**config.mk**
```make
export PLATFORM = sky130hd
export DESIGN_NAME = uart_rx_monitor
export DESIGN_NICKNAME = d
export VERILOG_FILES = /design/src/rtl/uart_rx_monitor.sv
export SDC_FILE = /design/constraint.sdc
export NUM_CORES = 1
export LEC_CHECK = 0
export CAP_MARGIN = 20
export CORE_UTILIZATION = 35
export CTS_BUF_LIST = sky130_fd_sc_hd__clkbuf_8
export DETAILED_ROUTE_END_ITERATION = 10
export SYNTH_ARGS = -nofsm -noshare
export SYNTH_HDL_FRONTEND = slang
export SYNTH_SLANG_ARGS = --single-unit
```
**constraint.sdc**
```tcl
create_clock -name mclk -period 3.6 [get_ports mclk]
set_clock_uncertainty 0.15 [all_clocks]
set_input_delay 0.36 -clock mclk [delete_from_list [all_inputs] [get_ports mclk]]
set_output_delay 0.36 -clock mclk [all_outputs]
set_load 0.01 [all_outputs]
```
**src/rtl/uart_rx_monitor.sv**
```systemverilog
// uart_rx_monitor: parametrised UART receiver with an FWFT character FIFO and sticky error flags.
//
// Optional build macro: UART_RX_MON_GLITCH_FILTER_EN
//   defined   - a 3-sample majority filter follows the synchronizer; single-cycle
//               pulses on uart_rx are suppressed and line latency grows by 2 cycles.
//   undefined - the synchronized line feeds the receiver directly.
//
// Parameters:
//   CLK_DIV      mclk cycles per bit (2..65535)
//   DATA_BITS    character width (5..9)
//   PARITY_MODE  0 = none, 1 = even, 2 = odd
//   STOP_BITS    number of stop bits checked (1 or 2)
//   FIFO_AW      FIFO address width, depth = 2**FIFO_AW
//
// Ports:
//   mclk        system clock, rising edge
//   reset_n     asynchronous active-low reset
//   uart_rx     serial line, idle high, asynchronous to mclk
//   rd_en       pops the FIFO head when rd_valid is 1
//   err_clr     clears all sticky error flags
//   rd_data     FIFO head character (first-word-fall-through), 0 when empty
//   rd_valid    FIFO not empty
//   fifo_count  FIFO occupancy, 0..2**FIFO_AW
//   busy        receiver is inside a character (FSM not idle)
//   frame_err   sticky: a stop bit was sampled as 0
//   parity_err  sticky: parity mismatch
//   overrun     sticky: a good character was dropped because the FIFO was full
module uart_rx_monitor #(
    parameter int CLK_DIV     = 16,
    parameter int DATA_BITS   = 8,
    parameter int PARITY_MODE = 0,
    parameter int STOP_BITS   = 1,
    parameter int FIFO_AW     = 4
) (
    input  logic                 mclk,
    input  logic                 reset_n,
    input  logic                 uart_rx,
    input  logic                 rd_en,
    input  logic                 err_clr,
    output logic [DATA_BITS-1:0] rd_data,
    output logic                 rd_valid,
    output logic [FIFO_AW:0]     fifo_count,
    output logic                 busy,
    output logic                 frame_err,
    output logic                 parity_err,
    output logic                 overrun
);

    localparam logic [15:0] HALF_M1   = 16'(CLK_DIV / 2 - 1);
    localparam logic [15:0] DIV_M1    = 16'(CLK_DIV - 1);
    localparam logic [3:0]  DATA_LAST = 4'(DATA_BITS - 1);
    localparam logic [3:0]  STOP_LAST = 4'(STOP_BITS - 1);
    localparam logic [FIFO_AW:0] PTR_ONE = {{FIFO_AW{1'b0}}, 1'b1};

    typedef enum logic [2:0] {IDLE, START, DATA, PARITY, STOP} state_t;

    state_t                 state, state_n;
    logic                   rx_meta, rx_sync, rx_s, rx_s_prev;
    logic [15:0]            baud_cnt;
    logic [3:0]             bit_cnt;
    logic [DATA_BITS-1:0]   shreg;
    logic                   par_bit, stop_bad;
    logic                   tick, char_done;
    logic                   frame_bad, par_x, par_bad, good;
    logic                   push, pop, full, empty, ovr_set;
    logic [FIFO_AW:0]       wr_ptr, rd_ptr;
    logic [DATA_BITS-1:0]   mem [2**FIFO_AW];

    always_ff @(posedge mclk or negedge reset_n) begin
        if (!reset_n) {rx_meta, rx_sync} <= 2'b11;
        else          {rx_meta, rx_sync} <= {uart_rx, rx_meta};
    end

`ifdef UART_RX_MON_GLITCH_FILTER_EN
    // Majority of the last three synchronized samples: a lone flipped sample never wins.
    logic [2:0] filt;
    always_ff @(posedge mclk or negedge reset_n) begin
        if (!reset_n) filt <= 3'b111;
        else          filt <= {filt[1:0], rx_sync};
    end
    assign rx_s = (filt[0] & filt[1]) | (filt[0] & filt[2]) | (filt[1] & filt[2]);
`else
    assign rx_s = rx_sync;
`endif

    always_ff @(posedge mclk or negedge reset_n) begin
        if (!reset_n) rx_s_prev <= 1'b1;
        else          rx_s_prev <= rx_s;
    end

    assign tick = (baud_cnt == 16'd0);

    always_ff @(posedge mclk or negedge reset_n) begin
        if (!reset_n) state <= IDLE;
        else          state <= state_n;
    end

    always_comb begin
        state_n   = state;
        char_done = 1'b0;
        case (state)
            IDLE:    if (rx_s_prev && !rx_s) state_n = START;
            START:   if (tick) state_n = rx_s ? IDLE : DATA;
            DATA:    if (tick && bit_cnt == DATA_LAST) state_n = (PARITY_MODE != 0) ? PARITY : STOP;
            PARITY:  if (tick) state_n = STOP;
            STOP: begin
                if (tick && bit_cnt == STOP_LAST) begin
                    state_n   = IDLE;
                    char_done = 1'b1;
                end
            end
            default: state_n = IDLE;
        endcase
    end

    // IDLE keeps the half-bit preload ready so the start sample lands mid-bit;
    // every later sample reloads a full bit period.
    always_ff @(posedge mclk or negedge reset_n) begin
        if (!reset_n) begin
            baud_cnt <= 16'd0;
            bit_cnt  <= 4'd0;
            shreg    <= '0;
            par_bit  <= 1'b0;
            stop_bad <= 1'b0;
        end else if (state == IDLE) begin
            baud_cnt <= HALF_M1;
            bit_cnt  <= 4'd0;
            stop_bad <= 1'b0;
        end else if (tick) begin
            baud_cnt <= DIV_M1;
            bit_cnt  <= (state_n != state) ? 4'd0 : bit_cnt + 4'd1;
            if (state == DATA)   shreg   <= {rx_s, shreg[DATA_BITS-1:1]};
            if (state == PARITY) par_bit <= rx_s;
            if (state == STOP && !rx_s) stop_bad <= 1'b1;
        end else begin
            baud_cnt <= baud_cnt - 16'd1;
        end
    end

    // The final stop sample is still on rx_s at the decision edge, so fold it in here.
    assign frame_bad = stop_bad | ~rx_s;
    assign par_x     = ^shreg ^ par_bit;
    assign par_bad   = (PARITY_MODE == 1) ? par_x : (PARITY_MODE == 2) ? ~par_x : 1'b0;
    assign good      = char_done & ~frame_bad & ~par_bad;

    assign empty    = (wr_ptr == rd_ptr);
    assign full     = (wr_ptr[FIFO_AW] != rd_ptr[FIFO_AW]) &&
                      (wr_ptr[FIFO_AW-1:0] == rd_ptr[FIFO_AW-1:0]);
    assign rd_valid = ~empty;
    assign pop      = rd_en & rd_valid;
    // A pop on the same edge frees the slot a full FIFO would otherwise refuse.
    assign push     = good & (~full | rd_en);
    assign ovr_set  = good & full & ~rd_en;

    always_ff @(posedge mclk or negedge reset_n) begin
        if (!reset_n) begin
            wr_ptr <= '0;
            rd_ptr <= '0;
        end else begin
            if (push) wr_ptr <= wr_ptr + PTR_ONE;
            if (pop)  rd_ptr <= rd_ptr + PTR_ONE;
        end
    end

    always_ff @(posedge mclk) begin
        if (push) mem[wr_ptr[FIFO_AW-1:0]] <= shreg;
    end

    assign rd_data    = rd_valid ? mem[rd_ptr[FIFO_AW-1:0]] : '0;
    assign fifo_count = wr_ptr - rd_ptr;
    assign busy       = (state != IDLE);

    // A new error on the clearing edge must survive, so the set term is ORed after the clear.
    always_ff @(posedge mclk or negedge reset_n) begin
        if (!reset_n) begin
            frame_err  <= 1'b0;
            parity_err <= 1'b0;
            overrun    <= 1'b0;
        end else begin
            frame_err  <= (frame_err  & ~err_clr) | (char_done & frame_bad);
            parity_err <= (parity_err & ~err_clr) | (char_done & par_bad);
            overrun    <= (overrun    & ~err_clr) | ovr_set;
        end
    end

endmodule

```
==> tab_implementation.tex, run 1 <==
\begin{tabular}{lr}
\hline
Metric & Value \\
\hline
\multicolumn{2}{l}{\textbf{Synthesis}} \\
Post-synth EDFFs & 128 \\
Count of yosys warnings during synthesis & 0 \\
Synthesized flop and latch total & 176 \\
Commonest register cell after synthesis & sky130\_fd\_sc\_hd\_\_edfxtp\_1 \\
Syn\_nets & 453 \\
Proportion of synthesized chip area in sequential cells & 68.1\% \\
Mapped Area & 7410 um\^{}2 \\
Synthesized instance count & 435 \\
Yosys cell types & 58 \\
Average cell area after synthesis & 17.0 um\^{}2 \\
Synth async-reset ratio & 27.3\% \\
\multicolumn{2}{l}{\textbf{Worst hold path}} \\
Hold path depth & 1 \\
Tightest Hold Check Type & input pin to flip-flop \\
Destination of the worst hold path & rx\_meta \\
Origin of the worst min-delay path & uart\_rx \\
\multicolumn{2}{l}{\textbf{Final layout}} \\
Most frequent cells in the layout & sky130\_fd\_sc\_hd\_\_edfxtp\_1, sky130\_fd\_sc\_hd\_\_dfrtp\_1, sky130\_fd\_sc\_hd\_\_mux4\_2, sky130\_fd\_sc\_hd\_\_clkdlybuf4s50\_1, sky130\_fd\_sc\_hd\_\_nor2\_1 \\
Combined area of the multi-input logic cells & 2240 um\^{}2 \\
Final antenna diode count & 0 \\
Total of fill cells in the finished design & 1,853 \\
Share of the core filled with cells in the final layout & 40.8\% \\
Area added between synthesis and finish & 12.7\% \\
Most frequent standard cell in the layout excluding fill and tap cells & sky130\_fd\_sc\_hd\_\_edfxtp\_1 \\
Proportion of layout cells with a drive suffix above 1 & 20.6\% \\
Register area & 5050 um\^{}2 \\
Nets & 486 \\
\multicolumn{2}{l}{\textbf{Clock tree}} \\
Number of hold buffers added after CTS & 1 \\
Clock latency on the worst-skew pair & 450 ps \\
CTS root buf & sky130\_fd\_sc\_hd\_\_clkbuf\_8 \\
Inserted Clock Buffers & 17 \\
Number of sinks on the clock net & 176 \\
H-tree levels & 4 \\
Clock transition at the registers of the reported paths & 90 ps \\
Buffer levels on the longest clock path & 2 \\
TritonCTS clock tree & done \\
Post-CTS Setup Repair Bufs & 0 \\
Count of cells resized by post-cts repair & 0 \\
\multicolumn{2}{l}{\textbf{Die}} \\
Top-level I/O count & 23 \\
Row cnt & 52 \\
Placeable core region & 20,500 um\^{}2 \\
Die boundary height & 148 um \\
Effective utilization at floorplan & 36.2\% \\
Die outline width & 148 um \\
Die Footprint & 21,800 um\^{}2 \\
\multicolumn{2}{l}{\textbf{Global route}} \\
Via count of the first global-routing pass & 4,006 \\
Pin count of the biggest net entering global routing & 36 \\
Antenna violations before repair & 0 \\
First-pass GRT wire length & 23,200 um \\
Remaining global-route overflow & 0 \\
Global-route usage over all layers & 14.4\% \\
\multicolumn{2}{l}{\textbf{Route}} \\
DRC violations left & 0 \\
Mean number of vias per cell & 5.06 \\
Number of vias in the routed layout & 3,802 \\
Count of antenna-violating nets left after detailed routing & 0 \\
Number of detailed-route iterations in the first pass & 4 \\
Drt wl/cell & 19.4 um \\
Drt total wl & 14,600 um \\
DRC violation total after the first TritonRoute iteration & 337 \\
\multicolumn{2}{l}{\textbf{Setup path}} \\
Worst setup path class & flip-flop to primary output \\
Cell count along the critical path & 7 \\
Slowest library cell on the worst path & sky130\_fd\_sc\_hd\_\_clkdlybuf4s50\_1 \\
Logic depth of the worst register-to-register path & 6 \\
Delay contributed by the slowest stage of the critical path & 580 ps \\
Largest delay contributor family on the critical path & buffers and inverters \\
Cell breakdown of the critical path & inv\_1, ha\_1, and4\_1, nand2\_1, nand2\_1, o22ai\_1, clkdlybuf4s50\_1 \\
Most prevalent standard cell on the critical path & sky130\_fd\_sc\_hd\_\_nand2\_1 \\
Worst Setup End Kind & primary output \\
CP bufs+invs & 2 \\
Worst-path fanout max & 8 \\
Worst reg2reg setup slack & 550 ps \\
Reg-to-reg critical path startpoint & bit\_cnt[0] \\
Req. time, crit path & 3090 ps \\
Kind of start point of the critical path & flip-flop \\
End of the worst register-to-register path & mem[12][4] \\
Arr. time, crit path & 2760 ps \\
\multicolumn{2}{l}{\textbf{STA}} \\
Final setup violating endpoints & 0 \\
RSZ-0062 raised after global routing & false \\
Setup\_tns & 0 ps \\
Worst Max-Slew Pin Slew & 832 ps \\
Maximum frequency from static timing analysis & 306 MHz \\
Max transition margin & 44.1\% \\
Number of max-slew violations in the final report & 0 \\
Hold Vio Cnt, Final & 0 \\
Shortest clock period the worst path allows after layout & 3270 ps \\
Period utilisation layout & 90.9\% \\
\multicolumn{2}{l}{\textbf{Pwr}} \\
Post-layout power & 0.00527 W \\
Areal power density over the cells & 631 nW/um\^{}2 \\
Peak ir drop on the vdd network & 419 uV \\
Leakage power & 2.98 nW \\
\multicolumn{2}{l}{\textbf{Placement}} \\
Port-buffer cells & 22 \\
Placer Congestion & 0.763 \\
Post-detail-place hpwl & 9590 um \\
\multicolumn{2}{l}{\textbf{Flow run}} \\
Number of violations of the max-capacitance limit & 0 \\
\multicolumn{2}{l}{\textbf{Run status}} \\
Run status & completed \\
\hline
\end{tabular}
[how the worst max path moves through the flow]
stage,from,endpoint,slack [ps]
after floorplan,rd_ptr[3],mem[11][0],640
after global placement,bit_cnt[0],mem[12][3],640
after detailed placement,bit_cnt[0],mem[12][3],540
after CTS,rd_ptr[1],fifo_count[4],260
after global routing,rd_ptr[1],fifo_count[4],190
final,wr_ptr[0],rd_data[6],330
[worst register-to-register path: stages, from the launching register on]
cell,delay (ps)
sky130_fd_sc_hd__dfrtp_1,410
sky130_fd_sc_hd__inv_1,100
sky130_fd_sc_hd__ha_1,150
sky130_fd_sc_hd__or3b_1,410
sky130_fd_sc_hd__or3_4,460
sky130_fd_sc_hd__nor3_4,450
sky130_fd_sc_hd__and3_1,570
[kinds of logic after synthesis]
group           after synthesis  synth area share (%)
flops                       176                  68.1
simple gates                102                  8.95
mux                          58                  13.4
compound gates               34                  2.97
buf+inv                      30                  1.69
xor+xnor                     22                  2.60
fa+ha+maj                    13                  2.30
[final cells by class]
type                    count  share of cell area [%]
flip-flops and latches    176                    60.4
multi-input cells         229                    26.8
well taps                 270                    4.04
repair buffers             28                    3.29
clock buffers              17                    2.80
clock inverters            15                    1.89
inverters                  16                   0.719
[where the power goes]
part	leakage [nW]	switching (W)	internal (W)
combinational	1.02	0.000814	0.000719
clock	0.198	0.000758	0.000570
sequential	1.76	0.000141	0.00227
total	2.98	0.00171	0.00356
[per-layer routing]
metal  vias up  wire (um)  GRT usage [%]  share of wire [%]
li1       1760          -              -                  -
met1      1966       6720           19.8                 46
met2        67       7090           23.0                 49
met3         9        601           3.12                4.1
met4         0        141           4.48               0.97
met5         -          0              0                  0
[sequential cells by signal, summed over array words and instances (netlist names)]
register / flops
wr_ptr: 5
rd_ptr: 5
parity_err: 1
rx_s_prev: 1
baud_cnt: 16
frame_err: 1
rx_s: 1
overrun: 1
rx_meta: 1
shreg: 8
state: 3
bit_cnt: 4
stop_bad: 1
mem: 128
[cells in the mapped netlist, types with 8 or more instances]
library cell / number / share of area [%]
sky130_fd_sc_hd__mux4_2: 32 / 9.7
sky130_fd_sc_hd__mux2_2: 10 / 1.5
sky130_fd_sc_hd__nand2_1: 16 / 0.81
sky130_fd_sc_hd__edfxtp_1: 128 / 52
sky130_fd_sc_hd__and3_1: 11 / 0.93
sky130_fd_sc_hd__mux2i_1: 16 / 2.2
sky130_fd_sc_hd__nor2_1: 18 / 0.91
sky130_fd_sc_hd__clkbuf_1: 8 / 0.41
sky130_fd_sc_hd__a21oi_1: 8 / 0.54
sky130_fd_sc_hd__xnor2_1: 12 / 1.4
sky130_fd_sc_hd__o22ai_1: 8 / 0.68
sky130_fd_sc_hd__ha_1: 12 / 2.0
sky130_fd_sc_hd__inv_1: 15 / 0.76
sky130_fd_sc_hd__xor2_1: 10 / 1.2
sky130_fd_sc_hd__dfrtp_1: 45 / 15
[through the flow]
| stage | setup WS [ps] | hold WS, ps | area [um^2] | std cells |
|---|---|---|---|---|
| floorplan | 636 | -85.6 | 7410 | 435 |
| global placement | 639 | 173 | 7950 | 718 |
| detailed placement | 542 | 181 | 7950 | 718 |
| CTS | 260 | 126 | 8350 | 751 |
| global route | 190 | 141 | 8350 | 751 |
| finish | 328 | 158 | 8350 | 751 |
No activity file was read; power rests on OpenSTA's default activity.
==> run 2: changes to the inputs <==
--- a/config.mk
+++ b/config.mk
@@ -6,9 +6,11 @@
 export NUM_CORES = 1
 export LEC_CHECK = 0
 export CAP_MARGIN = 20
+export CORE_ASPECT_RATIO = 1.2
 export CORE_UTILIZATION = 35
 export CTS_BUF_LIST = sky130_fd_sc_hd__clkbuf_8
 export DETAILED_ROUTE_END_ITERATION = 10
+export DONT_BUFFER_PORTS = 1
 export SYNTH_ARGS = -nofsm -noshare
 export SYNTH_HDL_FRONTEND = slang
 export SYNTH_SLANG_ARGS = --single-unit
==> run 2 against run 1 <==
Effect of this change:
- sequential share of layout area grew 1.4 points
- register-to-register slack gained 100 ps
- sequential cell count stayed put
- fmax rose by 7.2%
- clock power hardly changed
- combinational power is 14% lower
- final cell count decreased by 3.2%
- critical path depth is 3 lower
- global-route usage about the same
- non-clock buffer count shrank 19
- utilization is 0.90 points lower
- critical path type unchanged
- critical endpoint is now rd_data[5]
==> tab_implementation.tex, run 2 (same netlist as run 1, synthesis figures left out) <==
\begin{tabular}{lr}
\hline
Metric & Value \\
\hline
\multicolumn{2}{l}{\textbf{STA}} \\
Hold Vio Cnt, Final & 0 \\
RSZ-0062 raised after global routing & false \\
Maximum frequency from static timing analysis & 328 MHz \\
Period utilisation layout & 84.8\% \\
Max transition margin & 49.3\% \\
Setup\_tns & 0 ps \\
Worst Max-Slew Pin Slew & 754 ps \\
Final setup violating endpoints & 0 \\
Number of max-slew violations in the final report & 0 \\
Shortest clock period the worst path allows after layout & 3050 ps \\
\multicolumn{2}{l}{\textbf{Setup path}} \\
Worst Setup End Kind & primary output \\
Logic depth of the worst register-to-register path & 6 \\
Worst setup path class & flip-flop to primary output \\
Timing endpoint of the critical path & rd\_data[5] \\
Reg-to-reg critical path startpoint & bit\_cnt[0] \\
Req. time, crit path & 3090 ps \\
Worst-path fanout max & 35 \\
Launch point of the worst path & rd\_ptr[0] \\
Worst reg2reg setup slack & 650 ps \\
Arr. time, crit path & 2540 ps \\
Kind of start point of the critical path & flip-flop \\
End of the worst register-to-register path & mem[4][6] \\
\multicolumn{2}{l}{\textbf{Placement}} \\
Port-buffer cells & 0 \\
Post-detail-place hpwl & 9400 um \\
Placer Congestion & 0.765 \\
Dpl cell area & 7720 um\^{}2 \\
\multicolumn{2}{l}{\textbf{Final layout}} \\
Nets & 467 \\
Proportion of layout cells with a drive suffix above 1 & 21.4\% \\
Share of the core filled with cells in the final layout & 39.9\% \\
Area of all placed cells without fillers & 8160 um\^{}2 \\
Most frequent standard cell in the layout excluding fill and tap cells & sky130\_fd\_sc\_hd\_\_edfxtp\_1 \\
Final antenna diode count & 0 \\
Flip-flop count of the largest register, all copies and words added & 128 \\
Total of fill cells in the finished design & 1,840 \\
Area added between synthesis and finish & 10.1\% \\
Most frequent cells in the layout & sky130\_fd\_sc\_hd\_\_edfxtp\_1, sky130\_fd\_sc\_hd\_\_dfrtp\_1, sky130\_fd\_sc\_hd\_\_mux4\_2, sky130\_fd\_sc\_hd\_\_nor2\_1, sky130\_fd\_sc\_hd\_\_clkbuf\_8 \\
\multicolumn{2}{l}{\textbf{Route}} \\
Number of detailed-route iterations in the first pass & 4 \\
DRC violation total after the first TritonRoute iteration & 318 \\
Drt wl/cell & 19.7 um \\
Number of vias in the routed layout & 3,746 \\
Count of antenna-violating nets left after detailed routing & 0 \\
Mean number of vias per cell & 5.15 \\
DRC violations left & 0 \\
Drt total wl & 14,300 um \\
\multicolumn{2}{l}{\textbf{Pwr}} \\
Areal power density over the cells & 621 nW/um\^{}2 \\
Leakage power & 2.91 nW \\
Peak ir drop on the vdd network & 366 uV \\
\multicolumn{2}{l}{\textbf{Global route}} \\
Via count of the first global-routing pass & 3,974 \\
First-pass GRT wire length & 23,100 um \\
Global Route met3 Usage & 2.98\% \\
Remaining global-route overflow & 0 \\
Antenna violations before repair & 0 \\
Global-route usage over all layers & 14.4\% \\
GRT Max-Usage Layer & met2 \\
Met1 capacity usage during global routing & 18.8\% \\
Met2 capacity usage during global routing & 23.7\% \\
Pin count of the biggest net entering global routing & 49 \\
\multicolumn{2}{l}{\textbf{Clock tree}} \\
Buffer levels on the longest clock path & 2 \\
Inserted Clock Buffers & 17 \\
Number of sinks on the clock net & 176 \\
TritonCTS clock tree & done \\
Post-CTS Setup Repair Bufs & 0 \\
Clock latency on the worst-skew pair & 450 ps \\
H-tree levels & 4 \\
Clock transition at the registers of the reported paths & 100 ps \\
CTS root buf & sky130\_fd\_sc\_hd\_\_clkbuf\_8 \\
\multicolumn{2}{l}{\textbf{Die}} \\
Placeable core region & 20,500 um\^{}2 \\
Die Footprint & 21,800 um\^{}2 \\
Die boundary height & 161 um \\
Row cnt & 57 \\
Effective utilization at floorplan & 36.2\% \\
Top-level I/O count & 23 \\
Die outline width & 135 um \\
\multicolumn{2}{l}{\textbf{Flow run}} \\
Number of violations of the max-capacitance limit & 0 \\
\multicolumn{2}{l}{\textbf{Worst hold path}} \\
Tightest Hold Check Type & input pin to flip-flop \\
\multicolumn{2}{l}{\textbf{Run status}} \\
Run status & completed \\
\hline
\end{tabular}
run 2: metrics by stage:
step	setup WS [ps]	cells	hold slack [ps]	total power [W]
finish	547	727	108	0.00506
global placement	709	691	-82.6	0.00373
detailed placement	650	691	-83.0	0.00377
floorplan	636	435	-85.6	0.00347
global route	431	727	101	0.00530
CTS	520	727	84.0	0.00511
run 2: what timing repair did:
action                     CTS  global route
hold buffers                 4             0
hold endpoints to repair    52             0
resized for setup            0             0
setup endpoints to repair    0             0
run 2: worst min-delay path by stage:
| stage | startpoint | end | slack [ps] | cells past startpoint |
|---|---|---|---|---|
| after CTS | rd_en | rd_ptr[0] | 80 | 2 |
| after floorplan | reset_n | baud_cnt[0] | -90 | 0 |
| after detailed placement | reset_n | baud_cnt[8] | -80 | 0 |
| after global routing | rd_en | rd_ptr[0] | 100 | 2 |
| final | rd_en | rd_ptr[0] | 110 | 2 |
| after global placement | reset_n | baud_cnt[8] | -80 | 0 |
run 2: power breakdown:
group / internal [W] / switching [W] / total (W)
logic: 0.000532 / 0.000789 / 0.00132
registers: 0.00227 / 0.000138 / 0.00241
clock network: 0.000569 / 0.000765 / 0.00133
total: 0.00337 / 0.00169 / 0.00506
run 2: area by class of cell:
| type | count | area, um^2 | share of cell area, % |
|---|---|---|---|
| timing repair buffer | 9 | 95.1 | 1.17 |
| tap | 265 | 332 | 4.06 |
| sequential | 176 | 5050 | 61.9 |
| inverter | 16 | 60.1 | 0.736 |
| multi-input combinational | 229 | 2240 | 27.4 |
| clock buffer | 17 | 234 | 2.87 |
| clock inverter | 15 | 149 | 1.82 |
run 2: critical path, stage by stage (launching register included):
cell	delay [ps]
sky130_fd_sc_hd__dfrtp_2	370
sky130_fd_sc_hd__buf_4	550
sky130_fd_sc_hd__mux4_2	610
sky130_fd_sc_hd__mux2i_1	310
sky130_fd_sc_hd__o22ai_1	220
run 2: per-layer routing:
layer,part of all wire (%),wire (um)
met3,4.9,698
met5,0,0
met4,1.4,196
met2,52,7380
met1,42,6040
==> run 3: changes to the inputs <==
==> constraint.sdc (replaced) <==
create_clock -name mclk -period 2.75 [get_ports mclk]
set_clock_uncertainty 0.15 [all_clocks]
set_input_delay 0.275 -clock mclk [delete_from_list [all_inputs] [get_ports mclk]]
set_output_delay 0.275 -clock mclk [all_outputs]
set_load 0.01 [all_outputs]
==> run 3 against run 2 <==
Effect of this change:
- non-clock buffer count up 18
- sequential cell count is the same
- total power up 39%
- clock power up 37%
- global-route usage is 1.5 points higher
- die area unchanged
==> tab_implementation.tex, run 3 (same netlist as run 1, synthesis figures left out) <==
\begin{tabular}{lr}
\hline
Metric & Value \\
\hline
\multicolumn{2}{l}{\textbf{Run status}} \\
Run status & completed \\
\multicolumn{2}{l}{\textbf{Global route}} \\
Remaining global-route overflow & 0 \\
Pin count of the biggest net entering global routing & 49 \\
First-pass GRT wire length & 24,800 um \\
Global-route usage over all layers & 15.9\% \\
Via count of the first global-routing pass & 4,171 \\
Antenna violations before repair & 0 \\
\multicolumn{2}{l}{\textbf{Setup path}} \\
Worst setup path class & flip-flop to primary output \\
Req. time, crit path & 2330 ps \\
Kind of start point of the critical path & flip-flop \\
Largest delay contributor family on the critical path & multiplexers \\
Arr. time, crit path & 2230 ps \\
Cell breakdown of the critical path & buf\_8, mux4\_2, mux2i\_1, o22ai\_2, buf\_4 \\
Worst Setup End Kind & primary output \\
Reg-to-reg critical path startpoint & bit\_cnt[0] \\
Worst reg2reg setup slack & 200 ps \\
Delay contributed by the slowest stage of the critical path & 550 ps \\
Launch point of the worst path & rd\_ptr[0] \\
End of the worst register-to-register path & mem[8][2] \\
CP bufs+invs & 2 \\
Worst-path fanout max & 16 \\
Logic depth of the worst register-to-register path & 7 \\
Slowest library cell on the worst path & sky130\_fd\_sc\_hd\_\_mux4\_2 \\
\multicolumn{2}{l}{\textbf{Clock tree}} \\
CTS root buf & sky130\_fd\_sc\_hd\_\_clkbuf\_8 \\
Clock transition at the registers of the reported paths & 90 ps \\
TritonCTS clock tree & done \\
H-tree levels & 4 \\
Inserted Clock Buffers & 17 \\
Buffer levels on the longest clock path & 2 \\
Clock latency on the worst-skew pair & 460 ps \\
Number of sinks on the clock net & 176 \\
\multicolumn{2}{l}{\textbf{Pwr}} \\
Comb power frac & 28.8\% \\
Leakage power & 3.04 nW \\
Post-layout power & 0.00701 W \\
Net switching fraction of the power & 32.6\% \\
Peak ir drop on the vdd network & 482 uV \\
Cell-internal power & 0.00473 W \\
Areal power density over the cells & 829 nW/um\^{}2 \\
Sw Pwr & 0.00229 W \\
Clock network fraction of design power & 25.9\% \\
Power share of the sequential group & 45.2\% \\
\multicolumn{2}{l}{\textbf{Worst hold path}} \\
Origin of the worst min-delay path & rd\_en \\
Hold path depth & 2 \\
Destination of the worst hold path & rd\_ptr[1] \\
Tightest Hold Check Type & input pin to flip-flop \\
\multicolumn{2}{l}{\textbf{Route}} \\
Number of detailed-route iterations in the first pass & 4 \\
Number of vias in the routed layout & 3,851 \\
Count of antenna-violating nets left after detailed routing & 0 \\
Mean number of vias per cell & 5.16 \\
DRC violations left & 0 \\
Drt total wl & 16,000 um \\
DRC violation total after the first TritonRoute iteration & 215 \\
Drt wl/cell & 21.5 um \\
\multicolumn{2}{l}{\textbf{STA}} \\
Final setup violating endpoints & 0 \\
Maximum frequency from static timing analysis & 376 MHz \\
Shortest clock period the worst path allows after layout & 2660 ps \\
Hold Vio Cnt, Final & 0 \\
Worst Max-Slew Pin Slew & 801 ps \\
Final worst-path setup slack & 92.3 ps \\
Number of max-slew violations in the final report & 0 \\
Period utilisation layout & 96.6\% \\
RSZ-0062 raised after global routing & true \\
Max transition margin & 46.6\% \\
\multicolumn{2}{l}{\textbf{Final layout}} \\
Proportion of layout cells with a drive suffix above 1 & 29.0\% \\
Area added between synthesis and finish & 14.1\% \\
Share of the core filled with cells in the final layout & 41.3\% \\
Flip-flop count of the largest register, all copies and words added & 128 \\
Most frequent cells in the layout & sky130\_fd\_sc\_hd\_\_edfxtp\_1, sky130\_fd\_sc\_hd\_\_dfrtp\_1, sky130\_fd\_sc\_hd\_\_mux4\_2, sky130\_fd\_sc\_hd\_\_buf\_4, sky130\_fd\_sc\_hd\_\_nor2\_1 \\
Nets & 485 \\
Most frequent standard cell in the layout excluding fill and tap cells & sky130\_fd\_sc\_hd\_\_edfxtp\_1 \\
\multicolumn{2}{l}{\textbf{Die}} \\
Row cnt & 57 \\
Placeable core region & 20,500 um\^{}2 \\
Die outline width & 135 um \\
Die Footprint & 21,800 um\^{}2 \\
Top-level I/O count & 23 \\
Effective utilization at floorplan & 36.2\% \\
Die boundary height & 161 um \\
\multicolumn{2}{l}{\textbf{Flow run}} \\
Number of violations of the max-capacitance limit & 0 \\
\multicolumn{2}{l}{\textbf{Placement}} \\
Post-detail-place hpwl & 10,600 um \\
Pre-CTS setup slack & 205 ps \\
Port-buffer cells & 0 \\
Placer Congestion & 0.815 \\
\hline
\end{tabular}
run 3: worst max-delay path by stage:
stage / endpoint / slack [ps] / depth (start not counted)
finish: rd_data[2] / 90 / 5
global placement: mem[8][7] / 240 / 7
floorplan: mem[11][0] / 1 / 9
detailed placement: mem[8][1] / 200 / 7
CTS: rd_data[4] / 7 / 5
global route: rd_data[4] / -10 / 5
run 3: repair_timing:
item | in CTS | in global routing
endpoints found under the setup margin | 8 | 8
hold endpoints to repair | 52 | 0
resized for setup | 14 | 11
hold buffers | 4 | 0
setup buffers | 0 | 3
run 3: per-stage QoR:
step	hold slack, ps	setup TNS [ps]	cells	cell area (um^2)
5_1_grt	20.2	-16.5	745	8450
2_1_floorplan	-171	0	435	7430
3_3_place_gp	-167	0	706	7860
6_report	30.2	0	746	8460
4_1_cts	2.81	0	742	8380
3_5_place_dp	-167	0	706	7860
run 3: power groups by stage:
stage / logic (W) / registers [W] / clock network, W
global route: 0.00221 / 0.00320 / 0.00196
finish: 0.00202 / 0.00317 / 0.00182
global placement: 0.00181 / 0.00321 / 0
CTS: 0.00195 / 0.00317 / 0.00186
detailed placement: 0.00184 / 0.00322 / 0
floorplan: 0.00137 / 0.00317 / 0
run 3: metal layers:
layer | vias to the layer above | GRT usage (%) | share of wire (%)
met5 | - | 0 | 0
met4 | 0 | 6.79 | 1.6
met3 | 10 | 3.04 | 3.2
met2 | 59 | 28.6 | 56
met1 | 2021 | 18.3 | 39
li1 | 1761 | - | -
run 3: final cells by class:
type,instances,area [um^2]
Tap cell,265,332
Clock buffer,17,234
Fill cell,1795,12000
Sequential cell,176,5050
Antenna cell,1,2.50
Multi-Input combinational cell,229,2340
Inverter,16,60.1
Clock inverter,15,173
Timing Repair Buffer,27,267
